$ cat src/rtl/key_typematic_fifo.sv
// Keystroke buffer with typematic auto-repeat, feeding the text editor.
// Latency: a character pushed into an empty, idle FIFO strobes NewKey one cycle later.
// Backpressure: none upstream; pushes into a full FIFO are dropped and flagged on overflow.
//
// Ports:
//   sys_clk    clk50 domain clock
//   reset      synchronous, active-high reset
//   key_code   synchronised USB keycode, 0 = no key held
//   new_key    1-cycle strobe, ascii_in valid
//   ascii_in   decoded character, 0 = non-printable (ignored)
//   NewKey     1-cycle strobe to the editor, at least GAP_CYC low cycles between strobes
//   Ascii      character, valid with NewKey and held until the next strobe
//   fifo_level current FIFO occupancy
//   overflow   sticky flag: a push was dropped because the FIFO was full
//   repeating  high while auto-repeat is running
module key_typematic_fifo #(
  parameter int DELAY_CYC = 25_000_000,
  parameter int RATE_CYC  = 2_500_000,
  parameter int DEPTH     = 8,
  parameter int GAP_CYC   = 16
) (
  input  logic                     sys_clk,
  input  logic                     reset,
  input  logic [7:0]               key_code,
  input  logic                     new_key,
  input  logic [7:0]               ascii_in,
  output logic                     NewKey,
  output logic [7:0]               Ascii,
  output logic [$clog2(DEPTH):0]   fifo_level,
  output logic                     overflow,
  output logic                     repeating
);

  localparam int MAXC = (DELAY_CYC > RATE_CYC) ? DELAY_CYC : RATE_CYC;
  localparam int CW   = $clog2(MAXC) + 1;
  localparam int AW   = $clog2(DEPTH);
  localparam int LW   = AW + 1;
  localparam int GW   = $clog2(GAP_CYC + 1);

  localparam logic [CW-1:0] DLY_LAST  = CW'(DELAY_CYC - 1);
  localparam logic [CW-1:0] RATE_LAST = CW'(RATE_CYC - 1);

  typedef enum logic [1:0] {
    S_IDLE,
    S_DELAY,
    S_REPEAT
  } state_t;

  state_t          state_q, state_d;
  logic [7:0]      held_code_q, held_code_d;
  logic [7:0]      held_ascii_q, held_ascii_d;
  logic [CW-1:0]   cnt_q, cnt_d;

  logic            push;
  logic [7:0]      push_dat;

  logic [7:0]      mem [DEPTH];
  logic [AW-1:0]   wr_ptr, rd_ptr;
  logic [GW-1:0]   gap_cnt;
  logic            pop, full, push_ok;

  // ---------------------------------------------------------------
  // Repeat FSM
  // ---------------------------------------------------------------
  always_ff @(posedge sys_clk) begin
    if (reset) begin
      state_q      <= S_IDLE;
      held_code_q  <= 8'd0;
      held_ascii_q <= 8'd0;
      cnt_q        <= '0;
    end else begin
      state_q      <= state_d;
      held_code_q  <= held_code_d;
      held_ascii_q <= held_ascii_d;
      cnt_q        <= cnt_d;
    end
  end

  always_comb begin
    state_d      = state_q;
    held_code_d  = held_code_q;
    held_ascii_d = held_ascii_q;
    cnt_d        = cnt_q;
    push         = 1'b0;
    push_dat     = held_ascii_q;

    // A fresh printable keystroke wins over cancel and expiry in the same cycle.
    if (new_key && (ascii_in != 8'd0)) begin
      push         = 1'b1;
      push_dat     = ascii_in;
      held_code_d  = key_code;
      held_ascii_d = ascii_in;
      cnt_d        = '0;
      state_d      = S_DELAY;
    end else begin
      case (state_q)
        S_IDLE: begin
          cnt_d = '0;
        end
        S_DELAY: begin
          if (key_code != held_code_q) begin
            state_d = S_IDLE;
            cnt_d   = '0;
          end else if (cnt_q == DLY_LAST) begin
            push    = 1'b1;
            cnt_d   = '0;
            state_d = S_REPEAT;
          end else begin
            cnt_d = cnt_q + CW'(1);
          end
        end
        S_REPEAT: begin
          if (key_code != held_code_q) begin
            state_d = S_IDLE;
            cnt_d   = '0;
          end else if (cnt_q == RATE_LAST) begin
            push  = 1'b1;
            cnt_d = '0;
          end else begin
            cnt_d = cnt_q + CW'(1);
          end
        end
        default: begin
          state_d = S_IDLE;
          cnt_d   = '0;
        end
      endcase
    end
  end

  assign repeating = (state_q == S_REPEAT);

  // ---------------------------------------------------------------
  // FIFO and paced output
  // ---------------------------------------------------------------
  // pop looks only at registered occupancy, so an entry written this cycle
  // cannot leave until the next one.
  assign pop     = (fifo_level != '0) && (gap_cnt == '0);
  assign full    = (fifo_level == LW'(DEPTH));
  assign push_ok = push && (!full || pop);

  always_ff @(posedge sys_clk) begin
    if (push_ok) begin
      mem[wr_ptr] <= push_dat;
    end
  end

  always_ff @(posedge sys_clk) begin
    if (reset) begin
      wr_ptr     <= '0;
      rd_ptr     <= '0;
      fifo_level <= '0;
      overflow   <= 1'b0;
      gap_cnt    <= '0;
      NewKey     <= 1'b0;
      Ascii      <= 8'd0;
    end else begin
      if (push_ok) begin
        wr_ptr <= wr_ptr + AW'(1);
      end
      if (push && !push_ok) begin
        overflow <= 1'b1;
      end

      case ({push_ok, pop})
        2'b10:   fifo_level <= fifo_level + LW'(1);
        2'b01:   fifo_level <= fifo_level - LW'(1);
        default: fifo_level <= fifo_level;
      endcase

      if (pop) begin
        NewKey  <= 1'b1;
        Ascii   <= mem[rd_ptr];
        rd_ptr  <= rd_ptr + AW'(1);
        gap_cnt <= GW'(GAP_CYC);
      end else begin
        NewKey <= 1'b0;
        if (gap_cnt != '0) begin
          gap_cnt <= gap_cnt - GW'(1);
        end
      end
    end
  end

endmodule

$ cat config.mk
export PLATFORM = sky130hd
export DESIGN_NAME = key_typematic_fifo
export DESIGN_NICKNAME = d
export VERILOG_FILES = /design/src/rtl/key_typematic_fifo.sv
export SDC_FILE = /design/constraint.sdc
export NUM_CORES = 1
export LEC_CHECK = 0
export CORE_MARGIN = 3
export CORE_UTILIZATION = 33
export CTS_CLUSTER_SIZE = 8
export DETAILED_ROUTE_END_ITERATION = 10
export PLACE_DENSITY_LB_ADDON = 0.2
export SYNTH_ARGS = -nofsm -noshare
export SYNTH_HDL_FRONTEND = slang
export SYNTH_SLANG_ARGS = --single-unit
$ cat constraint.sdc
create_clock -name sys_clk -period 3.9 [get_ports sys_clk]
set_input_delay 0.39 -clock sys_clk [delete_from_list [all_inputs] [get_ports sys_clk]]
set_output_delay 0.39 -clock sys_clk [all_outputs]
set_load 0.005 [all_outputs]
# == Word level (Yosys, flattened, before mapping) ==
# Memories as Yosys holds them, arrays and structs flattened. A register that Yosys moved wholly into a read port is not among the register bits.
# Index checks and enable logic that the tools add are counted.
# Widths: inputs -> output; s select.
# totals
ff_bits,61
ramBits,64
in_bits,19
out_inout_bits,15
mem_count,1
# op_classes
n_addsub,6
eq_ne,13
n_mux,23
bitwise_logic,1
reduce_logical,18
# memory_table
name,depth,width,read_ports,rd_clocked_by_memory_dff,wr,line,rtl
mem,8,8,1,1,1,57,logic [7:0] mem [DEPTH];
# ops
op,count
$mux 26,4
$pmux 26 s2,1
$add 26x1->26 const B,1
$eq 26x22->1 const B,1
$eq 26x25->1 const B,1
$mux 5,2
$mux 1,9
$mux 8,1
$ne 8x8->1,1
$pmux 4 s2,1
$reduce_bool 8->1,1
$add 3x1->3 const B,2
$mux 2,3
$pmux 2 s3,1
$reduce_and 3->1,2
$logic_not 5->1,1
$reduce_bool 5->1,1
$sub 5x1->5 const B,1
$add 4x1->4 const B,1
$eq 2x1->1 const B,2
$eq 2x2->1 const B,2
$eq 4x4->1 const B,1
$logic_and 1x1->1,4
$ne 4x4->1 const B,1
13 further kinds,16

# == Logic depth before layout (Yosys ltp) ==
# logic_depth
word_depth,8
depth_mapped,13
ltp_nobuf,13

# == Least setup slack after synthesis ==
# OpenSTA, ideal clock, no wires.
# synth_path
path_kind,register -> register
startpoint,register cnt_q[0]
endpoint,"memory mem[1][0], enable pin"
setup_ns,0.395
arrival_time_ns,2.397
t_required_ns,3.505
path_slack_ns,1.108
path_stages_with_launch,9
synth_period_minus_slack_ns,2.792
cell_sequence,dfxtp_1 -> ha_1 -> and4_1 -> nand2_1 -> nor4_2 -> o21a_1 -> buf_6 -> nand2_1 -> nor4_1
# synth_via
elab_chain_cells,8
word_cells_on_any_way,11
cone_classes,eq/ne (2); mux (8); reduce/logical (1)
# synth_lines
item,line,rtl
"start, declared",52,"logic [CW-1:0] cnt_q, cnt_d;"
"start signal, assigned",75,cnt_q <= cnt_d;
$eq 26x22->1 / $eq 26x25->1 (equally long branches),"116, 104",
"$mux 1, on equally long branches","116, 104",
"$mux 1, on equally long branches","113, 101",
$pmux 1 s2 (*),96,case (state_q)
$mux 1 (*),88,if (new_key && (ascii_in != 8'd0)) begin
$logic_and 1x1->1 (*),140,assign push_ok = push && (!full || pop);
$mux 1 (*),143,if (push_ok) begin
$mux 1 (implied by the code) (*),144,mem[wr_ptr] <= push_dat;
"end, declared",57,
# Every way passes the cells marked *; elsewhere a longest branch is shown, timed or not.

# == Worst setup path after layout ==
# layout_path
startpoint,input port ascii_in[0]
endpoint,register fifo_level[3]
# layout_via
elab_chain_cells,6
word_cells_on_any_way,8
cone_classes,eq/ne (2); mux (2); reduce/logical (4)
# layout_lines
item,line,rtl
"start, declared",26,"input logic [7:0] ascii_in,"
$reduce_bool 8->1 (*),88,
$logic_and 1x1->1 (*),88,
$mux 1 (*),88,
$logic_and 1x1->1 (*),140,
$eq 2x1->1 / $eq 2x2->1 (equally long branches),165,"case ({push_ok, pop})"
$pmux 4 s2 / $reduce_bool 2->1 (equally long branches),n/a,
"end signal, assigned",166,2'b10: fifo_level <= fifo_level + LW'(1);
"end signal, assigned",167,2'b01: fifo_level <= fifo_level - LW'(1);
"end signal, assigned",168,default: fifo_level <= fifo_level;
"end, declared",29,"output logic [$clog2(DEPTH):0] fifo_level,"
# Marked as above.
# A chain may end at the register's enable or synchronous reset.

==> run_results.csv <==
group,metric,value,unit
sta,fin_crit,3250,ps
die,die_w,137,microns
yosys,syn_nets,504,
finish,final_cell_mix,"dfxtp_1 (69), nor2_1 (66), edfxtp_1 (64)",
finish,final_common_cell,"dfxtp_1",
placement,dp_slack,193,ps
sta,rsz0062_at_grt,"false",
route,wire_per_inst,14.9,microns
die,start_util,33.9,%
yosys,yosys.area.top_type,"edfxtp_1",
setup_path,r2r_start,"cnt_q[0]",
route,drt_wl_total,11200,microns
global_routing,grt_pass1_wl,18900,microns
sta,fin_skew,6.32,ps
finish,area_delta_synth_final,20.6,%
setup_path,cp-end-kind,"flip-flop",
setup_path,cp.required,4200,ps
min_path,min_path_type,"in2reg",
yosys,yosys-top-cells-area,"edfxtp_1 (34%), dfxtp_1 (24%), mux4_2 (6.4%)",
yosys,synth.cell_area,5660,sq um
finish,fill_cells,1601,
die,num_rows,47,
finish,num_antenna_cells,0,
finish,layout-drive-gt1-share,13.3,%
route,first_pass_iters,4,
setup_path,ff2ff_setup_slack,840,ps
pwr,netSwitchingFraction,26.6,%
yosys,synth-async-reset-ratio,0,%
run_status,status,"completed",
clock_network,clock-root-buffer,"clkbuf_16",
placement,gp_congestion,0.744,
pwr,power_frac_comb,21.7,%
pwr,power.total,3990,uW
pwr,leakage,0.00232,uW
die,die_h,137,microns
setup_path,critPathLaunchType,"input port",
pwr,pwr_density_cell,584,nW/um^2
clock_network,cts_buffers,17,
clock_network,cts_resized,0,
job,cap_viol_max_count,0,
yosys,seq_area_frac_synth,58.4,%
finish,final_util,40.9,%
yosys,synth_cell_types,45,
clock_network,holdBufCountCts,0,
clock_network,path_clk_slew,50,ps
yosys,synthCells,474,
pwr,pwr-share-clk,36.2,%
clock_network,tritoncts,"done",
sta,setup_ws,646,ps
sta,drv_slew,0,
global_routing,grt_max_degree,31,
sta,layout_worst_path_cycle_share,83.4,%
yosys,yosysTopAreaCellShare,34.0,%
pwr,switching_power,1060,uW
sta,setup-tns-final,0,ps
global_routing,grt_use_total,13.3,%
yosys,syn_avg_cell_area,11.9,sq um
setup_path,crit_type,"in2reg",
placement,port_buffers,33,
pwr,max-vdd-ir-drop,0.000335,V
pwr,seq_power_share,42.0,%
sta,fmaxAchievable,307,MHz
finish,fin_nets,551,
yosys,ys_ff_latch,133,
die,io_pins,34,
yosys,ys_warn_count,0,
clock_network,postCtsSetupBuffers,0,
clock_network,clock_latency,410,ps
finish,fin_area,6830,sq um
clock_network,max-clock-path-buffers,2,
placement,placed_area,6290,sq um
setup_path,rr_endpoint,"fifo_level[3]",
global_routing,overflow,0,
setup_path,critPathMaxFanout,19,
route,antenna_left,0,
sta,hold_viol,0,
pwr,p_int,2930,uW
placement,dp_hpwl,7750,microns
route,drtIter0Drc,176,
setup_path,critPathCapture,"fifo_level[3]",
yosys,ys.flop_type,"dfxtp_1",
route,vias,3594,
route,viasPerCell,4.77,
sta,worstMarginPinSlew,929,ps
global_routing,grt_pass1_vias,3685,
die,core,16700,sq um
route,drc,0,
setup_path,critPathLaunch,"ascii_in[0]",
global_routing,antenna_found_initial,0,
setup_path,worstRegToRegCells,13,
setup_path,arrival,3550,ps
yosys,synth_edf_count,64,
die,die-area,18800,sq um
sta,setup_violations,0,
clock_network,clock_sinks,133,
clock_network,h-tree-depth,4,
sta,relSlewSlack,37.5,%
layout make-up:
type / instances / area (sq um) / share of cell area, %
tap: 220 / 275 / 4.03
multi-input combinational: 309 / 2230 / 32.7
clock buffer: 23 / 458 / 6.71
sequential: 133 / 3300 / 48.4
inverter: 13 / 48.8 / 0.715
clock inverter: 9 / 80.1 / 1.17
timing repair buffer: 47 / 430 / 6.30
cell families after synthesis:
logic type	count (synthesis)	share of synthesized area [%]
simple gates	178	15.1
flops	133	58.4
mux	39	11.0
buf+inv	32	2.48
compound gates	43	4.69
fa+ha+maj	11	2.56
xor+xnor	38	5.88
per-layer routing:
| layer | global-route usage [%] | wire (microns) | vias up |
|---|---|---|---|
| li1 | - | - | 1802 |
| met1 | 16.0 | 5010 | 1736 |
| met2 | 22.6 | 5750 | 43 |
| met3 | 3.75 | 302 | 13 |
| met4 | 4.99 | 171 | 0 |
| met5 | 0 | 0 | - |
per-stage QoR:
step,std cells,hold WS [ps]
after global routing,754,377
after detailed placement,722,447
final,754,366
after floorplan,474,430
after CTS,754,361
after global placement,722,444
critical path, cell delays in order:
cell	delay [ps]
clkdlybuf4s50_1	420
or4_1	590
o21ai_2	200
buf_4	310
o31ai_2	120
o21ai_0	140
nand2_1	140
inv_1	100
ha_1	230
a21o_1	180
a21oi_1	170
nor2b_1	70
mux2i_1	150
mux2_2	340
cells in the mapped netlist, drive strengths merged (11+ instances only):
master / number
nand3: 15
nand4: 11
mux2i: 18
nor2: 66
dfxtp: 69
nand2: 45
a21oi: 18
xnor2: 18
edfxtp: 64
mux4: 16
inv: 13
xor2: 20
nor3: 12
power by group through the flow:
stage | sequential, uW | combinational [uW] | clock, uW
after floorplan | 1690 | 606 | 0
after global placement | 1700 | 868 | 0
after detailed placement | 1710 | 883 | 0
after CTS | 1680 | 886 | 1490
after global routing | 1690 | 977 | 1550
final | 1680 | 868 | 1450
flip-flops by register name, indices dropped and copies added (netlist names):
register / cells
fifo_level: 4
state_q: 2
overflow: 1
gap_cnt: 5
wr_ptr: 3
held_code_q: 8
Ascii: 8
cnt_q: 26
held_ascii_q: 8
mem: 64
rd_ptr: 3
NewKey: 1
how the worst min path moves through the flow:
stage | startpoint | end | slack [ps] | cells after the start
global route | reset | held_code_q[1] | 380 | 2
detailed placement | cnt_q[0] | cnt_q[0] | 450 | 1
global placement | cnt_q[0] | cnt_q[0] | 440 | 1
floorplan | cnt_q[0] | cnt_q[0] | 430 | 1
finish | reset | held_code_q[5] | 370 | 2
CTS | reset | held_code_q[5] | 360 | 2
Note: power is estimated with default switching activity, not from simulation.
==> RTL change: new RTL, config.mk and constraints unchanged <==
The 3 states of `state_t` get a one-hot encoding in 3 bits.
--- a/src/rtl/key_typematic_fifo.sv
+++ b/src/rtl/key_typematic_fifo.sv
@@ -40,10 +40,10 @@
   localparam logic [CW-1:0] DLY_LAST  = CW'(DELAY_CYC - 1);
   localparam logic [CW-1:0] RATE_LAST = CW'(RATE_CYC - 1);
 
-  typedef enum logic [1:0] {
-    S_IDLE,
-    S_DELAY,
-    S_REPEAT
+  typedef enum logic [2:0] {
+    S_IDLE   = 3'b001,
+    S_DELAY  = 3'b010,
+    S_REPEAT = 3'b100
   } state_t;
 
   state_t          state_q, state_d;
Formal check against the unedited RTL: same outputs for any inputs over 10 cycles, from zero or initial values and one cycle with reset high; not proved beyond that.
==> RTL change against the unedited design <==
  * Routed wire length rose by 2.8%
  * Utilization increased by 0.95 points
  * Area after synthesis is 1.5% lower
  * Power about the same
  * Critical path type unchanged
  * Final area is 0.55% lower
  * Setup slack improved by 0.11 ns
  * Critical endpoint unchanged
  * Highest routed layer unchanged
  * Critical path depth shrank 1
  * Via count is 0.31% lower
  * Sequential cell count is 1 higher
==> RTL change: results <==
{
  "outcome": "finished clean",
  "reg_top3": "mem (64), cnt_q (26)",
  "max_stage_delay_ns": 0.44,
  "whs_path_depth": 1,
  "placedCellCount": 711,
  "clockPowerShare_pct": 39.1,
  "cp.arrival_ns": 3.45,
  "holdCritPathClass": "flop to flop",
  "grt_start_max_net_pins": 49,
  "pg_comb_uw": 733,
  "maxSlewHeadroom_pct": 30.1,
  "finalNonFillerCells": 743,
  "wl_met2_microns": 5430,
  "synth_mux_area_share_pct": 9.16,
  "cts.reportedPaths.clkPinSlew_ns": 0.06,
  "syn_avg_cell_area_sq_um": 11.9,
  "whs_ns": 0.451,
  "synth_nets": 496,
  "drtIter0Drc": 197,
  "first_global_vias": 3555,
  "grt_use_total_pct": 13.5,
  "intPower_uw": 2940,
  "switching_power_uw": 1050,
  "dp_slack_ns": 0.333,
  "final_core_util_pct": 41.8,
  "synthTopCellsByArea": "edfxtp_1 (34%), dfxtp_1 (25%), mux4_2 (6.5%)",
  "wl_met3_microns": 430,
  "drive_gt1_share_pct": 14.8,
  "peakVddDrop_v": 0.000315,
  "path_max_fanout": 5,
  "p_leak_uw": 0.00233,
  "fill_cells": 1530,
  "ys_types": 47,
  "finalWorstSetupSlack_ns": 0.754,
  "dpl-instance-area_sq_mm": 0.00620,
  "routed_via_density": 4.82,
  "grt_first_pass_wirelength_microns": 18800,
  "hold_end": "cnt_q[0]$_SDFF_PP0_",
  "wl_met1_microns": 5520,
  "r2r_slack_ns": 0.77,
  "crit_path_start": "key_code[7]",
  "worstHoldStart": "cnt_q[0]$_SDFF_PP0_",
  "hpwl_microns": 7570,
  "finClkSkew_ns": 0.00708,
  "globalplace.congestion": 0.768,
  "ys_seq_area_share_pct": 59.6
}
-- RTL change: changes by cell type after synthesis, sizes merged, moves of 4 or more --
cell	unedited run	this run
a21oi	18	24
and3	3	7
ha	10	6
mux2i	18	9
nand2	45	62
nand3	15	11
nand4	11	6
nor2b	6	1
o21ai	8	1
-- RTL change: final cells by class --
class	count	area share [%]
sequential	134	48.9
multi-input combinational	305	31.6
clock buffer	21	6.78
timing repair buffer	46	6.23
tap	216	3.98
clock inverter	11	1.88
inverter	10	0.553
-- RTL change: worst max-delay path, delay by kind of cell --
kind | cells | cell delay (ns)
AND/OR/NAND/NOR | 4 | 0.91
adder cells (fa/ha/maj) | 1 | 0.27
multiplexers | 1 | 0.31
XOR/XNOR | 1 | 0.16
buffers and inverters | 2 | 0.53
AO/OA/AOI/OAI | 4 | 0.88
-- RTL change: routing by layer --
layer | global-route usage (%) | vias to the layer above
met5 | 0 | -
met4 | 5.04 | 0
met3 | 3.70 | 15
met2 | 21.0 | 53
met1 | 18.2 | 1745
li1 | - | 1770
